===== src/rtl/toggle_monitor.sv =====
// toggle_monitor: per-signal transition counter over a window of enabled
// cycles, with the finished window's counts streamed out one channel per beat.
//
// Ports:
//   clk        rising-edge clock
//   rst        asynchronous active-low reset
//   sig        monitored signals (synchronous to clk)
//   enable     counting enable; window progress and counting pause while low
//   out_valid  count beat presented
//   out_ready  downstream accepts the beat
//   out_idx    channel number of the current beat
//   out_count  toggle count of channel out_idx (saturating)
//   out_last   high on the beat for channel NUM_SIG-1
//   overflow   one-cycle pulse when a finished window is dropped (readout busy)

// One channel's saturating toggle counter. sum is the value the counter would
// take this edge, so the window-end snapshot includes the final cycle's toggle.
module toggle_monitor_lane #(
  parameter int CNT_W = 8
) (
  input  logic             clk,
  input  logic             rst,
  input  logic             tog,
  input  logic             clr,
  output logic [CNT_W-1:0] sum
);
  logic [CNT_W-1:0] cnt;

  assign sum = (tog && !(&cnt)) ? cnt + 1'b1 : cnt;

  always_ff @(posedge clk or negedge rst) begin
    if (!rst)     cnt <= '0;
    else if (clr) cnt <= '0;
    else          cnt <= sum;
  end
endmodule

module toggle_monitor #(
  parameter  int NUM_SIG = 4,
  parameter  int WINDOW  = 64,
  parameter  int CNT_W   = 8,
  localparam int IW      = (NUM_SIG > 1) ? $clog2(NUM_SIG) : 1
) (
  input  logic               clk,
  input  logic               rst,
  input  logic [NUM_SIG-1:0] sig,
  input  logic               enable,
  output logic               out_valid,
  input  logic               out_ready,
  output logic [IW-1:0]      out_idx,
  output logic [CNT_W-1:0]   out_count,
  output logic               out_last,
  output logic               overflow
);
  localparam int            WW       = $clog2(WINDOW);
  localparam logic [WW-1:0] WIN_LAST = WW'(WINDOW - 1);

  typedef enum logic {IDLE = 1'b0, SEND = 1'b1} state_t;

  logic [NUM_SIG-1:0]            sig_q;
  logic [NUM_SIG-1:0]            tog;
  logic                          primed;
  logic                          step;
  logic                          win_end;
  logic [WW-1:0]                 win;
  logic [NUM_SIG-1:0][CNT_W-1:0] cnt_sum;
  logic [NUM_SIG-1:0][CNT_W-1:0] snap;
  state_t                        state_q, state_d;
  logic                          load, adv;
  logic [IW-1:0]                 nxt_idx;

  // primed masks the first sample after reset, whose sig_q is the reset value
  // rather than a real previous sample.
  assign step    = primed & enable;
  assign tog     = step ? (sig ^ sig_q) : '0;
  assign win_end = step && (win == WIN_LAST);

  always_ff @(posedge clk or negedge rst) begin
    if (!rst) begin
      sig_q  <= '0;
      primed <= 1'b0;
      win    <= '0;
    end else begin
      sig_q  <= sig;
      primed <= 1'b1;
      if (win_end)   win <= '0;
      else if (step) win <= win + 1'b1;
    end
  end

  for (genvar g = 0; g < NUM_SIG; g++) begin : g_lane
    toggle_monitor_lane #(.CNT_W(CNT_W)) u_lane (
      .clk (clk),
      .rst (rst),
      .tog (tog[g]),
      .clr (win_end),
      .sum (cnt_sum[g])
    );
  end

  // Readout FSM. A window ending while a stream is in flight (even on its
  // final handshake) is dropped; the stream in flight is never disturbed.
  always_comb begin
    state_d = state_q;
    load    = 1'b0;
    adv     = 1'b0;
    case (state_q)
      IDLE: if (win_end) begin
        state_d = SEND;
        load    = 1'b1;
      end
      SEND: if (out_ready) begin
        if (out_last) state_d = IDLE;
        else          adv     = 1'b1;
      end
      default: state_d = IDLE;
    endcase
  end

  always_ff @(posedge clk or negedge rst) begin
    if (!rst) state_q <= IDLE;
    else      state_q <= state_d;
  end

  assign out_valid = (state_q == SEND);
  assign nxt_idx   = out_idx + 1'b1;

  // Beat registers are loaded ahead of time so every output comes from a flop.
  always_ff @(posedge clk or negedge rst) begin
    if (!rst) begin
      snap      <= '0;
      out_idx   <= '0;
      out_count <= '0;
      out_last  <= 1'b0;
      overflow  <= 1'b0;
    end else begin
      overflow <= win_end && (state_q == SEND);
      if (load) begin
        snap      <= cnt_sum;
        out_idx   <= '0;
        out_count <= cnt_sum[0];
        out_last  <= (NUM_SIG == 1);
      end else if (adv) begin
        out_idx   <= nxt_idx;
        out_count <= snap[nxt_idx];
        out_last  <= (nxt_idx == IW'(NUM_SIG - 1));
      end
    end
  end
endmodule


===== config.mk =====
export PLATFORM = sky130hd
export DESIGN_NAME = toggle_monitor
export DESIGN_NICKNAME = d
export VERILOG_FILES = /design/src/rtl/toggle_monitor.sv
export SDC_FILE = /design/constraint.sdc
export NUM_CORES = 1
export LEC_CHECK = 0
export ABC_CLOCK_PERIOD_IN_PS = 2800
export CORE_AREA = 2 2 120 122
export DETAILED_ROUTE_END_ITERATION = 8
export DIE_AREA = 0 0 122 124
export GPL_TIMING_DRIVEN = 0
export PLACE_DENSITY = 0.48
export SYNTH_ARGS = -nofsm -noshare
export SYNTH_HDL_FRONTEND = slang
export SYNTH_SLANG_ARGS = --single-unit

===== constraint.sdc =====
create_clock -name clk -period 2.8 [get_ports clk]
set_input_delay 0.56 -clock clk [delete_from_list [all_inputs] [get_ports clk]]
set_output_delay 0.56 -clock clk [all_outputs]
set_load 0.005 [all_outputs]

# Word level (Yosys, flattened, before mapping)
# Cells that the tools add are included.
[word_totals]
output_inout_bits = 13
ff_bits = 88
[op_classes]
n_eq_ne = 2
n_addsub = 6
bitwise_logic = 3
n_reduce_logical = 16
n_lt_le_gt_ge = 1
muxes = 26
[op_table]
columns = ["operator", "n"]
rows = [
  ["$mux W8", 11],
  ["$add A8 B1 Y8 const B", 4],
  ["$reduce_and A8 Y1", 4],
  ["$bmux W8 S2", 1],
  ["$mux W6", 2],
  ["$mux W1", 8],
  ["$add A6 B1 Y6 const B", 1],
  ["$eq A6 B6 Y1 const B", 1],
  ["$logic_and A1 B1 Y1", 6],
  ["$logic_not A1 Y1", 4],
  ["$mux W2", 2],
  ["$mux W4", 1],
  ["$reduce_bool A2 Y1", 2],
  ["$xor A4 B4 Y4", 1],
  ["$lt A2 B3 Y1 const B", 1],
  ["$add A2 B1 Y2 const B", 1],
  ["$eq A2 B2 Y1 const B", 1],
  ["$pmux W1 S2", 1],
  ["$and A1 B1 Y1", 1],
  ["$not A1 Y1", 1],
]

# Logic depth before layout (Yosys ltp)
[depth]
ltp_word = 5
mapped_depth = 8
depth_no_buf = 6

# Hierarchy
# A second synthesis with hierarchy kept.
[unflattened]
hier_cells = 391
hier_area_um2 = 4669.5
[by_module_without_submodules]
columns = ["mod", "n_inst", "cells_each", "area_per_inst_um2"]
rows = [
  ["toggle_monitor", 1, 167, 2497.4],
  ["toggle_monitor_lane", 4, 56, 543.0],
]

# Worst setup path before layout
# OpenSTA, ideal clock, no wires.
[synth_path]
kind = "register -> register"
startpoint = "register out_idx[0]"
endpoint = "register out_count[7]"
path_stages_with_launch = 8
path_buffers = 2
arrival_ns = 1.899
setup_time_ns = 0.126
setup_slack_ns = 0.775
cell_sequence = "dfrtp_1 > buf_4 > inv_1 > ha_1 > clkbuf_1 > mux4_2 > nor2b_1 > a311o_1"
[synth_via]
elab_chain_cells = 5
[synth_lines]
columns = ["element", "line", "rtl"]
rows = [
  ["start: declaration", "50", "output logic [IW-1:0] out_idx,"],
  ["start signal: assignment", "144", "out_idx <= nxt_idx;"],
  ["$add A2 B1 Y2", "126", "assign nxt_idx = out_idx + 1'b1;"],
  ["$bmux W8 S2", "145", "out_count <= snap[nxt_idx];"],
  ["$mux W8 (not written as such)", "145", ""],
  ["$mux W8", "143", "end else if (adv) begin"],
  ["$mux W8", "138", "if (load) begin"],
  ["end signal: assignment", "141", "out_count <= cnt_sum[0];"],
  ["end signal: assignment", "145", ""],
  ["end: declaration", "51", "output logic [CNT_W-1:0] out_count,"],
]
# No other way between the ends. The select of a mux whose other input is x is not followed.
# A chain may end at the register's enable or synchronous reset.

# Worst setup path in the final report
[layout_path]
startpoint = "register out_idx[0]"
endpoint = "register out_count[0]"
# The elaborated chain is that of the path after synthesis.

==> impl_metrics.env <==
export IMPL_cts_clk_slew_worst_paths_ns=0.07
export IMPL_pwr_share_clk_pct=38.3
export IMPL_clkLatencyLatePin_ns=0.34
export IMPL_cp_arrival_ns=2.56
export IMPL_fp_coreArea_mm2=0.0137
export IMPL_ys_ff_latch=88
export IMPL_fin_util_pct=35.5
export IMPL_ys_flop_type="dfrtp_1"
export IMPL_avgRoutedWirePerCell_um=15.3
export IMPL_path_max_fanout=10
export IMPL_tightest_slew_ns=0.562
export IMPL_total_power_uw=3410
export IMPL_final_nets=441
export IMPL_p_switching_uw=945
export IMPL_syn2layout_area_growth_pct=18.9
export IMPL_firstDrtPassIters=5
export IMPL_grt_pass1_vias=2932
export IMPL_fin_area_mm2=0.00486
export IMPL_worstPathRequired_ns=3.00
export IMPL_status="finished, final reports clean"
export IMPL_reg2reg_to="out_count[0]"
export IMPL_drive_gt1_share_pct=10.4
export IMPL_drt_iter0_drc=194
export IMPL_holdWs_ns=0.203
export IMPL_htree_levels=3
export IMPL_syn_area_per_cell_um2=10.4
export IMPL_rsz0062_at_grt="false"
export IMPL_startpoint_type="flop"
export IMPL_cts_tree="built"
export IMPL_p_leak_uw=0.00208
export IMPL_worstSetupPathType="reg2reg"
export IMPL_synthCells=395
export IMPL_rr_worst_depth=8
export IMPL_multi_input_area_mm2=0.00178
export IMPL_gr_usage_all_layers_pct=14.0
export IMPL_max_freq_ghz=0.424
export IMPL_initial_core_util_pct=29.8
export IMPL_netlist_area_leader_share_pct=53.8
export IMPL_syn_area_mm2=0.00409
export IMPL_clock_root_buffer="clkbuf_16"
export IMPL_nFillCells=1397
export IMPL_seq_power_share_pct=47.2
export IMPL_drc=0
export IMPL_hold_viol_final=0
export IMPL_globalRouteOverflowTotal=0
export IMPL_ys_warn_count=0
export IMPL_synth_cell_types=42
export IMPL_setup_viol=0
export IMPL_maxSlewHeadroom_pct=62.6
export IMPL_vias_per_cell=4.79
export IMPL_die_w_um=122
export IMPL_cts_resized=0
export IMPL_rrSetupSlack_ns=0.44
export IMPL_synth_top_cell_by_area="dfrtp_1"
export IMPL_synthTopCellsByArea="dfrtp_1 (54%), nand2_1 (4.5%), mux4_2 (4.4%)"
export IMPL_async_flop_share_pct=100
export IMPL_p_int_uw=2470
export IMPL_synth_enable_flop_cells=0
export IMPL_antenna_found_initial=0
export IMPL_drtAntennaViolNets=0
export IMPL_die_area_mm2=0.0151
export IMPL_cts_setup_buffers=0
export IMPL_finalClockSkew_ns=0.0109
export IMPL_p_sw_share_pct=27.7
export IMPL_place_area_mm2=0.00454
export IMPL_stdcell_count=611
export IMPL_max_cap_violations=0
export IMPL_ys_seq_area_share_pct=53.8
export IMPL_period_share_pct=84.3
export IMPL_hold_buffers=0
export IMPL_finalCriticalPeriod_ns=2.36
export IMPL_synth_nets=409
export IMPL_io_pins=21
export IMPL_cts_buffer_depth=2
export IMPL_cts_buffers=9
export IMPL_r2r_start="out_idx[0]"
export IMPL_cts_sinks=88
export IMPL_portBuffers=20
export IMPL_grt_max_degree=48
export IMPL_drv_slew=0
export IMPL_vias=2926
export IMPL_rows=43
export IMPL_antenna_cells_inserted=0
export IMPL_dpl_hpwl_um=6790
export IMPL_peakVddDrop_uv=303
export IMPL_cp_end_kind="flop"
export IMPL_fp_dieH_um=124
export IMPL_min_path_type="in2async"
export IMPL_routed_wl_um=9320
export IMPL_cp_startpoint="out_idx[0]"
export IMPL_p_comb_share_pct=14.5
export IMPL_grt_pass1_wl_um=15800
export IMPL_powerDensity_mw_per_mm2=702
export IMPL_gp_congestion=0.765
export IMPL_dp_cells=596
export IMPL_register_area_mm2=0.00220
registers in the layout, summed over array words and instances (netlist names):
register,flops
primed,1
out_idx,2
overflow,1
out_valid,1
out_last,1
g_lane.u_lane.cnt,32
win,6
sig_q,4
snap,32
out_count,8
synthesized netlist by cell type, types with 2 or more instances:
master and n:
a211oi_1 8, a21o_1 4, a21oi_1 15, a31oi_1 2
and2_1 5, and3_1 5, and4b_1 2, buf_2 9
buf_4 4, clkbuf_1 4, dfrtp_1 88, ha_1 6
inv_1 5, mux2i_1 12, mux4_2 8, nand2_1 49
nand2b_1 3, nand3_1 13, nand3b_1 2, nand4_1 6
nor2_1 48, nor2b_1 9, nor3_1 13, o21ai_0 30
o21ai_1 4, or2_2 3, xnor2_1 15, xor2_1 9
routing by layer:
layer	track usage, %	wire length [um]
met1	19.6	4510
met2	21.1	4270
met3	4.03	451
met4	3.95	97
met5	0	0
critical path, cell delays in order (launching register included):
cell      delay [ns]
dfrtp_1         0.42
buf_4           0.24
inv_1           0.07
ha_1            0.27
clkbuf_1        0.42
mux4_2          0.37
nor2b_1         0.16
a211oi_1        0.20
a21oi_1         0.07
worst max-delay path by stage:
stage                                          to  slack [ns]  depth (start not counted)
final                                out_count[0]        0.44                          8
after global routing                 out_count[0]        0.22                          8
after CTS                            out_count[5]        0.42                          8
after detailed placement             out_count[7]        0.24                          6
after global placement    g_lane[2].u_lane.cnt[5]       -2.19                          1
after floorplan                      out_count[7]        0.77                          7
layout by cell type (no fill, tap or decap), drive strengths merged, types with 2 or more instances in the layout:
master         netlist  final
a211oi               8      8
a21o                 4      4
a21oi               15     15
a31oi                2      2
and2                 5      5
and3                 6      6
and4b                2      2
buf                 14     16
bufinv               0      2
clkbuf               4     16
clkdlybuf4s50        0     19
dfrtp               88     88
ha                   6      6
inv                  5      5
mux2i               12     12
mux4                 8      8
nand2               50     50
nand2b               3      3
nand3               13     13
nand3b               2      2
nand4                6      6
nor2                48     48
nor2b                9      9
nor3                13     13
o21ai               35     35
or2                  3      3
xnor2               15     15
xor2                 9      9
layout make-up:
cell class                      count  share of cell area [%]
Sequential cell                    88                    45.3
Multi-Input combinational cell    284                    36.5
Clock buffer                       12                    5.27
Timing Repair Buffer               21                    4.63
Tap cell                          180                    4.63
Buffer                             18                    1.93
Clock inverter                      3                    1.34
Inverter                            5                   0.386
cells by family after synthesis:
kind of cell / synth area share [%]
DFF: 53.8
other: 0.0916
and+or+nand+nor: 18.8
AOI/OAI and AO/OA: 10.2
xor gates and xnor gates: 5.14
muxes: 7.34
adders and majority gates: 1.83
buffers and inverters: 2.75
metrics by stage:
stage          setup slack, ns  TNS, ns
2_1_floorplan            0.775        0
5_1_grt                  0.225        0
4_1_cts                  0.420        0
3_3_place_gp             -2.19  -192.71
6_report                 0.439        0
3_5_place_dp             0.239        0
power groups by stage:
| stage | sequential (uW) | combinational (uW) | clock, uW |
|---|---|---|---|
| final | 1610 | 497 | 1310 |
| after detailed placement | 1630 | 506 | 0 |
| after CTS | 1610 | 509 | 1350 |
| after global routing | 1650 | 581 | 1400 |
| after global placement | 1630 | 489 | 0 |
| after floorplan | 1600 | 362 | 0 |
Power figures use the tool's default switching activity.
==> RTL edit, RTL diff (config.mk and constraints unchanged) <==
Reset style: synchronous (`rst`), changed in 4 clocked blocks. Comments in the files are not updated.
--- a/src/rtl/toggle_monitor.sv
+++ b/src/rtl/toggle_monitor.sv
@@ -28,7 +28,7 @@
 
   assign sum = (tog && !(&cnt)) ? cnt + 1'b1 : cnt;
 
-  always_ff @(posedge clk or negedge rst) begin
+  always_ff @(posedge clk) begin
     if (!rst)     cnt <= '0;
     else if (clr) cnt <= '0;
     else          cnt <= sum;
@@ -75,7 +75,7 @@
   assign tog     = step ? (sig ^ sig_q) : '0;
   assign win_end = step && (win == WIN_LAST);
 
-  always_ff @(posedge clk or negedge rst) begin
+  always_ff @(posedge clk) begin
     if (!rst) begin
       sig_q  <= '0;
       primed <= 1'b0;
@@ -117,7 +117,7 @@
     endcase
   end
 
-  always_ff @(posedge clk or negedge rst) begin
+  always_ff @(posedge clk) begin
     if (!rst) state_q <= IDLE;
     else      state_q <= state_d;
   end
@@ -126,7 +126,7 @@
   assign nxt_idx   = out_idx + 1'b1;
 
   // Beat registers are loaded ahead of time so every output comes from a flop.
-  always_ff @(posedge clk or negedge rst) begin
+  always_ff @(posedge clk) begin
     if (!rst) begin
       snap      <= '0;
       out_idx   <= '0;
Behaviour: no difference found for any inputs over 10 cycles, from zero or initial values and one cycle with rst low; that may be too few to reach the edited logic, so the function may still have changed.
==> RTL edit against the original RTL <==
Cell area fell by 3.8%; maximum frequency fell by 7.1%; synthesized cell count rose by 7.3%; register-to-register slack got worse by 0.11 ns; critical path type is now input port to register; wire length rose by 20%; setup slack got worse by 0.18 ns; sequential cell count did not move; area after synthesis fell by 4.4%; critical endpoint is now g_lane[2].u_lane.cnt[4].
Power is not compared: it rests on default switching activity, and its combinational part moved more than twofold at a synthesized area within 25%.
==> RTL edit: results (changes against the original RTL) <==
status: "completed"
buf_share_pct: 6.01  # -0.55 points
arrival_ns: 2.75  # +0.19 ns
layout.nets: 469  # +6.3%
hp-class: "register to register"
dr.first_iter.drc_count: 232  # +20%
hpwl_um: 8060  # +19%
dp_slack_ns: -0.167  # -0.406 ns
tightestPinTransition_ns: 1.24  # +0.681 ns
drive_gt1_share_pct: 9.13  # -1.3 points
finalWirelength_um: 11200  # +20%
gr-usage-all-layers_pct: 15.9  # +1.9 points
first_pass_iters: 4  # -1
synthTopCellsByCount: "dfxtp_1, nand2_1, nor2_1"
skew_ns: 0.00603  # -0.00488 ns
r2r-start: "out_idx[0]"
max_freq_mhz: 393  # -7.1%
synth_nets: 438  # +7.1%
nClkBuffers: 9  # -3
setup.worst_path.start: "enable"
ys_top_cells_by_area: "dfxtp_1, mux4_2, o21ai_0"
nonClockInverterCount: 8  # +3
place_area_um2: 4340  # -4.5%
nFillCells: 1423  # +1.9%
seq_area_share_pct: 37.6  # -7.6 points
RTL edit: stage by stage:
stage               cells  setup TNS [ns]  hold WS, ns  utilization, %
floorplan             424               0        0.415               -
finish                640               0        0.463            34.1
detailed placement    624           -3.74        0.446            31.6
global route          640               0        0.480            34.1
CTS                   640               0        0.464            34.1
global placement      624           -6.87        0.436            31.6
RTL edit: worst paths after layout:
| check | endpoint | slack, ns | depth (start not counted) |
|---|---|---|---|
| setup / recovery | g_lane[2].u_lane.cnt[4] | 0.26 | 5 |
| hold / removal | snap[20] | 0.46 | 2 |
| setup reg to reg | out_count[4] | 0.33 | 8 |
| hold reg to reg | snap[20] | 0.46 | 2 |
RTL edit: per-layer routing:
metal / vias to the layer above / share of wire [%] / GRT usage [%]
met2: 56 / 44 / 24.6
li1: 1650 / - / -
met4: 0 / 3.9 / 8.55
met3: 24 / 4.0 / 2.15
met5: - / 0 / 0
met1: 1615 / 48 / 21.5
RTL edit: kinds of logic after synthesis:
logic type / count (synthesis) / share of synthesized area, %
buf+inv: 27 / 2.85
flops: 88 / 45.0
xor+xnor: 18 / 4.22
fa+ha+maj: 6 / 1.92
simple gates: 157 / 20.8
mux: 21 / 8.06
compound gates: 107 / 17.2
RTL edit: power groups by stage:
stage | Combinational (uW) | Clock (uW) | Sequential (uW)
6_report | 103 | 1410 | 1270
5_1_grt | 114 | 1490 | 1270
4_1_cts | 105 | 1430 | 1270
3_5_place_dp | 104 | 0 | 1300
3_3_place_gp | 104 | 0 | 1300
2_1_floorplan | 57.6 | 0 | 1300
RTL edit: critical path, cell delays in order:
cell             delay, ns
clkdlybuf4s50_1       0.52
nand4_1               0.18
o21ai_1               0.81
clkbuf_1              0.56
nor2_1                0.12
